### src/rtl/gty_bringup_sequencer.sv
// gty_bringup_sequencer: GTY transceiver bring-up FSM with timeouts, retries and link-loss recovery
module gty_bringup_sequencer #(
  parameter int RESET_PULSE_CYCLES = 16,
  parameter int TIMEOUT_CYCLES     = 1000000,
  parameter int MAX_RETRIES        = 3
) (
  input  logic        pl_clk0,
  input  logic        reset_in,
  input  logic        enable_in,
  input  logic        gtpowergood_in,
  input  logic        txpmaresetdone_in,
  input  logic        rxpmaresetdone_in,
  input  logic        userclk_tx_active_in,
  input  logic        userclk_rx_active_in,
  input  logic        reset_tx_done_in,
  input  logic        reset_rx_done_in,
  input  logic        reset_rx_cdr_stable_in,
  output logic        gtwiz_reset_all_out,
  output logic        gtwiz_userclk_tx_reset_out,
  output logic        gtwiz_userclk_rx_reset_out,
  output logic        link_up_out,
  output logic        fault_out,
  output logic [2:0]  state_out,
  output logic [3:0]  retry_cnt_out,
  output logic [15:0] link_loss_cnt_out
);
  typedef enum logic [2:0] {IDLE, WAIT_PG, RESET_ALL, WAIT_PMA, WAIT_DONE, RUNNING, RETRY, FAULT} state_t;
  localparam logic [31:0] TO = 32'(TIMEOUT_CYCLES - 1);
  localparam logic [31:0] RP = 32'(RESET_PULSE_CYCLES - 1);
  localparam logic [3:0]  MR = 4'(MAX_RETRIES);
  state_t state, nxt;
  logic [8:0] s1, s2;
  logic [31:0] tmr;
  logic en, pg, txp, rxp, utx, urx, txd, rxd, cdr, tmo;
  logic [3:0] rinc;
  assign {en, pg, txp, rxp, utx, urx, txd, rxd, cdr} = s2;
  assign tmo = tmr == TO;
  assign rinc = retry_cnt_out + 4'd1;
  assign state_out = state;
  always_ff @(posedge pl_clk0 or posedge reset_in)
    if (reset_in) begin
      s1 <= '0;
      s2 <= '0;
    end else begin
      s1 <= {enable_in, gtpowergood_in, txpmaresetdone_in, rxpmaresetdone_in, userclk_tx_active_in,
             userclk_rx_active_in, reset_tx_done_in, reset_rx_done_in, reset_rx_cdr_stable_in};
      s2 <= s1;
    end
  always_comb begin
    nxt = state;
    case (state)
      IDLE:      nxt = en ? WAIT_PG : IDLE;
      WAIT_PG:   nxt = pg ? RESET_ALL : tmo ? RETRY : WAIT_PG;
      RESET_ALL: nxt = tmr == RP ? WAIT_PMA : RESET_ALL;
      WAIT_PMA:  nxt = (txp && rxp) ? WAIT_DONE : tmo ? RETRY : WAIT_PMA;
      WAIT_DONE: nxt = (utx && urx && txd && rxd && cdr) ? RUNNING : tmo ? RETRY : WAIT_DONE;
      RUNNING:   nxt = (!pg || !txd || !rxd) ? RETRY : RUNNING;
      RETRY:     nxt = rinc == MR ? FAULT : RESET_ALL;
      default:   nxt = FAULT;
    endcase
    if (!en) nxt = IDLE;
  end
  always_ff @(posedge pl_clk0 or posedge reset_in)
    if (reset_in) begin
      state                      <= IDLE;
      tmr                        <= '0;
      retry_cnt_out              <= '0;
      link_loss_cnt_out          <= '0;
      gtwiz_reset_all_out        <= 1'b1;
      gtwiz_userclk_tx_reset_out <= 1'b1;
      gtwiz_userclk_rx_reset_out <= 1'b1;
      link_up_out                <= 1'b0;
      fault_out                  <= 1'b0;
    end else begin
      state <= nxt;
      tmr   <= (nxt != state) ? '0 : tmr + 32'd1;
      if (nxt == IDLE || nxt == RUNNING) retry_cnt_out <= '0;
      else if (state == RETRY) retry_cnt_out <= rinc;
      if (state == RUNNING && nxt == RETRY && link_loss_cnt_out != 16'hFFFF)
        link_loss_cnt_out <= link_loss_cnt_out + 16'd1;
      gtwiz_reset_all_out        <= state inside {IDLE, RESET_ALL, RETRY, FAULT};
      gtwiz_userclk_tx_reset_out <= !(state inside {WAIT_DONE, RUNNING});
      gtwiz_userclk_rx_reset_out <= !(state inside {WAIT_DONE, RUNNING});
      link_up_out                <= state == RUNNING;
      fault_out                  <= state == FAULT;
    end
endmodule

### config.mk
export PLATFORM = sky130hd
export DESIGN_NAME = gty_bringup_sequencer
export DESIGN_NICKNAME = d
export VERILOG_FILES = /design/src/rtl/gty_bringup_sequencer.sv
export SDC_FILE = /design/constraint.sdc
export NUM_CORES = 1
export LEC_CHECK = 0
export BUFFER_PORTS_ARGS = -buffer_cell sky130_fd_sc_hd__buf_2
export CAP_MARGIN = 10
export CORE_ASPECT_RATIO = 1.2
export CORE_MARGIN = 4
export CORE_UTILIZATION = 40
export CTS_CLUSTER_SIZE = 20
export DETAILED_ROUTE_END_ITERATION = 10
export PLACE_DENSITY = 0.59
export SYNTH_ARGS = -nofsm -noshare
export SYNTH_HDL_FRONTEND = slang
export SYNTH_SLANG_ARGS = --single-unit
export TNS_END_PERCENT = 1
### constraint.sdc
create_clock -name pl_clk0 -period 4.2 [get_ports pl_clk0]
set_clock_uncertainty 0.15 [all_clocks]
set_input_delay 1.05 -clock pl_clk0 [delete_from_list [all_inputs] [get_ports pl_clk0]]
set_output_delay 1.05 -clock pl_clk0 [all_outputs]
set_load 0.01 [all_outputs]
# Word-level counts from Yosys, hierarchy flattened
# Index checks and enable logic that the tools add are counted.
# totals
memories	0
word_cells	60
in_bits	11
mem_bits_rw	0
output_inout_bits	28
ff_bits	77
mem_bits_ro	0
latchBits	0
# classes
bitwise	0
shift	0
n_mul	0
n_addsub	3
n_eq_ne	14
div	0
magnitude_cmp	0
mux	14
n_reduce_logical	19
# op_table
operator	n
$add A32 B1 Y32 const B	1
$eq A32 B20 Y1 const B	1
$eq A32 B4 Y1 const B	1
$mux W32	1
$pmux W3 S7	1
$eq A3 B3 Y1 const B	6
$mux W3	6
$add A16 B1 Y16 const B	1
$ne A16 B16 Y1 const B	1
$mux W4	2
$logic_and A1 B1 Y1	7
$eq A3 B2 Y1 const B	2
$logic_not A3 Y1	2
$mux W2	3
$add A4 B1 Y4 const B	1
$eq A4 B2 Y1 const B	1
$logic_not A1 Y1	4
$reduce_bool A2 Y1	2
$reduce_bool A4 Y1	1
$eq A3 B1 Y1 const B	1
$logic_or A1 B1 Y1	3
$ne A3 B3 Y1	1
$mux W1	1

# Depth between registers and ports, before layout
# logic_depth
ltp_word	10
depth_mapped	9
mapped_depth_nobuf	7

# Worst setup path before layout
# OpenSTA, ideal clock, no wires.
# synth_path
kind	register -> register
startpoint	register retry_cnt_out[0]
endpoint	register tmr[23]
stages_incl_launch_ff	9
path_buffers	1
setup_time_ps	119
synth_period_minus_slack_ps	2472
required_ps	3931
slack_ps	1728
arrival_time_ps	2203
path_cell_list	dfrtp_1 -> ha_1 -> xnor2_1 -> o2111a_1 -> a211o_1 -> o31ai_2 -> mux2i_2 -> buf_6 -> nor2_2
# synth_via
elab_chain_len	7
# synth_rtl
element	line_no	rtl
start, declared	24	output logic [3:0] retry_cnt_out,
start signal, assigned	78	else if (state == RETRY) retry_cnt_out <= rinc;
$add A4 B1 Y4	38	assign rinc = retry_cnt_out + 4'd1;
$eq A4 B2 Y1	58	RETRY: nxt = rinc == MR ? FAULT : RESET_ALL;
$mux W3	58	
$pmux W3 S7	51	case (state)
$mux W3	61	if (!en) nxt = IDLE;
$ne A3 B3 Y1	76	tmr <= (nxt != state) ? '0 : tmr + 32'd1;
$mux W32	76	
end signal, assigned	76	
end, declared	33	logic [31:0] tmr;
# Every way passes these cells.
# A chain may end at the register's enable or synchronous reset.

# Final worst setup path
# layout_path
startpoint	register state[0] (netlist: state_out[0])
endpoint	register tmr[16]
# layout_via
elab_chain_len	5
word_cells_on_any_way	11
cone_classes	eq/ne (7); mux (3); reduce/logical (1)
# layout_rtl
element	line_no	rtl
start, declared	31	state_t state, nxt;
start signal, assigned	75	state <= nxt;
$eq A3 B3 Y1 (tied with other cells)	51	
$pmux W3 S7	51	
$mux W3	61	
$ne A3 B3 Y1 *	76	
$mux W32 *	76	
# Every way passes the cells marked *; elsewhere a longest branch is shown, timed or not.

==> results.sh <==
export IMPL_start_kind="flop"
export IMPL_synth_edff_count=0
export IMPL_criticalPathCategory="flop to flop"
export IMPL_maxSlewViolCount=0
export IMPL_syn_cell_area_um2=3590
export IMPL_clock_sinks=77
export IMPL_cp_slowest_cell="dfrtp_1"
export IMPL_path_clk_slew_ns=0.10
export IMPL_clk_path_buf_depth=2
export IMPL_hold_viol=0
export IMPL_critPathArrivalTime_ns=2.94
export IMPL_antenna_found_initial=0
export IMPL_synth_area_leader_cell="dfrtp_1"
export IMPL_crit_chain="and3b_4 > o2111a_1 > a211o_1 > o31ai_2 > mux2i_4 > buf_4 > nor2_1"
export IMPL_start_util_pct=41.5
export IMPL_p_leak_nw=1.78
export IMPL_synth_top_area_share_pct=52.3
export IMPL_via_count=2551
export IMPL_place_gp_congestion=0.853
export IMPL_crit_start="state_out[0]$_DFF_PP0_"
export IMPL_insertion_delay_ns=0.37
export IMPL_cts_root_buf="clkbuf_8"
export IMPL_grt_pass1_vias=2511
export IMPL_cts_setup_buffers=0
export IMPL_synth_area_top_cells="dfrtp_1 52%, xnor2_1 8.0%, nor2_1 4.5%"
export IMPL_final_period_utilization_pct=68.0
export IMPL_grt_overflow=0
export IMPL_fin_util_pct=46.6
export IMPL_post_place_ws_ns=1.33
export IMPL_crit_path_max_incr_delay_ns=0.65
export IMPL_drt_antenna_violating_nets=0
export IMPL_drt_iter0_drc=101
export IMPL_rsz0062_at_grt="false"
export IMPL_cts_buffers=9
export IMPL_whs_ns=0.196
export IMPL_r2r_start="state_out[0]$_DFF_PP0_"
export IMPL_syn_to_final_growth_pct=12.4
export IMPL_rows=37
export IMPL_syn_inst=337
export IMPL_ys_types=44
export IMPL_async_reset_ff_share_pct=100
export IMPL_drive_above_1_share_pct=19.6
export IMPL_grt_pass1_wl_um=11800
export IMPL_cp_max_fo=32
export IMPL_drt_first_pass_iters=4
export IMPL_relSlewSlack_pct=36.3
export IMPL_hold_path_class="flop to flop"
export IMPL_yosysWarnings=0
export IMPL_post_cts_resized=0
export IMPL_max_vdd_ir_drop_mv=0.179
export IMPL_cp_end_kind="flop"
export IMPL_min_period_ns=2.86
export IMPL_setup_viol=0
export IMPL_worstPathRequired_ns=4.29
export IMPL_ys_flop_type="dfrtp_1"
export IMPL_portBuffers=38
export IMPL_ys_ff_latch=77
export IMPL_max_slew_worst_pin_slew_ns=0.956
export IMPL_layout_common_cells="75 x dfrtp_1, 43 x nor2_1, 38 x buf_2"
export IMPL_grt_max_degree=78
export IMPL_cap_violations=0
export IMPL_final_common_cell="dfrtp_1"
export IMPL_boundaryPins=39
export IMPL_synth_area_per_cell_um2=10.7
export IMPL_htree_levels=3
export IMPL_wl_um=6680
export IMPL_ys_seq_area_share_pct=53.7
export IMPL_outcome="complete, no violations"
export IMPL_setup_ws_ns=1.34
export IMPL_track_usage_pct=14.0
export IMPL_dpl_cell_count=483
export IMPL_core_um2=8660
export IMPL_die_h_um=112
export IMPL_wire_per_inst_um=13.4
export IMPL_cts_hold_buffers=0
export IMPL_finalSetupTns_ns=0
export IMPL_dp_hpwl_um=4540
export IMPL_max_freq_ghz=0.350
export IMPL_finalNetCount=392
export IMPL_diodes=0
export IMPL_vias_per_cell=5.11
export IMPL_dieArea_um2=10600
export IMPL_powerDensity_nw_per_um2=367
export IMPL_drc=0
export IMPL_fp_dieW_um=94.5
export IMPL_postSynthNetCount=352
export IMPL_final_cells=499
export IMPL_cts_tree="yes"
export IMPL_min_from="s1[5]$_DFF_PP0_"
final timing paths:
check / endpoint / slack, ns / depth (start not counted)
worst max register to register: tmr[16]$_DFF_PP0_ / 1.34 / 7
max in group asynchronous: tmr[11]$_DFF_PP0_ / 2.46 / 3
worst min register to register: s2[5]$_DFF_PP0_ / 0.20 / 0
worst max-delay path: tmr[16]$_DFF_PP0_ / 1.34 / 7
min in group asynchronous: link_loss_cnt_out[5]$_DFFE_PP0P_ / 0.80 / 3
worst min-delay path: s2[5]$_DFF_PP0_ / 0.20 / 0
synthesized netlist by cell type (2+ instances only):
master / n
nand2b_1: 2
nor2_2: 10
a311oi_1: 2
xnor2_1: 33
ha_1: 4
buf_2: 2
and2_1: 5
nor2b_1: 2
nor4_1: 7
xor2_1: 16
buf_4: 2
and4_1: 10
nor3_1: 9
buf_6: 4
a21oi_1: 6
dfrtp_1: 75
and3_1: 6
nor2_1: 43
nor3b_1: 2
nand2_1: 21
dfstp_2: 2
nand3_1: 21
nand4_1: 17
clkbuf_1: 2
inv_1: 12
o21ai_0: 4
logic make-up (layout without fill, tap and decap cells):
family	count (synthesis)	in the layout	share of synthesized area (%)
fa+ha+maj	4	4	1.39
compound gates	22	22	4.39
flops	77	77	53.7
xor+xnor	49	49	12.0
buf+inv	23	68	4.32
mux	2	2	0.697
simple gates	160	160	23.5
metrics by stage:
step                power (mW)  instance area, um2
CTS                       1.51                4040
detailed placement       0.945                3840
floorplan                0.923                3590
global placement         0.942                3840
finish                    1.48                4040
global route              1.55                4040
flip-flops by register name, indices dropped and copies added (netlist names):
name and cells:
retry_cnt_out 4, state_out 3, s1 9, tmr 32, link_loss_cnt_out 16, s2 9, fault_out 1, link_up_out 1
gtwiz_userclk_rx_reset_out 1, gtwiz_reset_all_out 1
per-layer routing:
layer	track usage, %	routed length (um)	vias up
met3	3.38	363	12
met5	0	0	-
met2	21.1	3120	57
met1	19.0	3040	1246
met4	6.35	165	0
li1	-	-	1236
layout make-up:
| cell class | count | area, um2 |
|---|---|---|
| multi-input combinational | 237 | 1520 |
| fill | 826 | 4620 |
| clock inverter | 7 | 70.1 |
| timing repair buffer | 40 | 205 |
| clock buffer | 9 | 124 |
| inverter | 12 | 45.0 |
| tap | 117 | 146 |
| sequential | 77 | 1930 |
critical path, delay by kind of cell (launching register included):
family	cells	cell delay (ns)
flip-flops	1	0.65
AND/OR/NAND/NOR	2	0.39
buffers and inverters	1	0.37
AO/OA/AOI/OAI	3	0.89
multiplexers	1	0.27
where the power goes:
group / switching (mW) / total, mW / internal, mW
Combinational: 0.0826 / 0.130 / 0.0474
Sequential: 0.0280 / 0.796 / 0.768
Clock: 0.320 / 0.555 / 0.235
Total: 0.431 / 1.48 / 1.05
(Power assumes the default switching activity.)
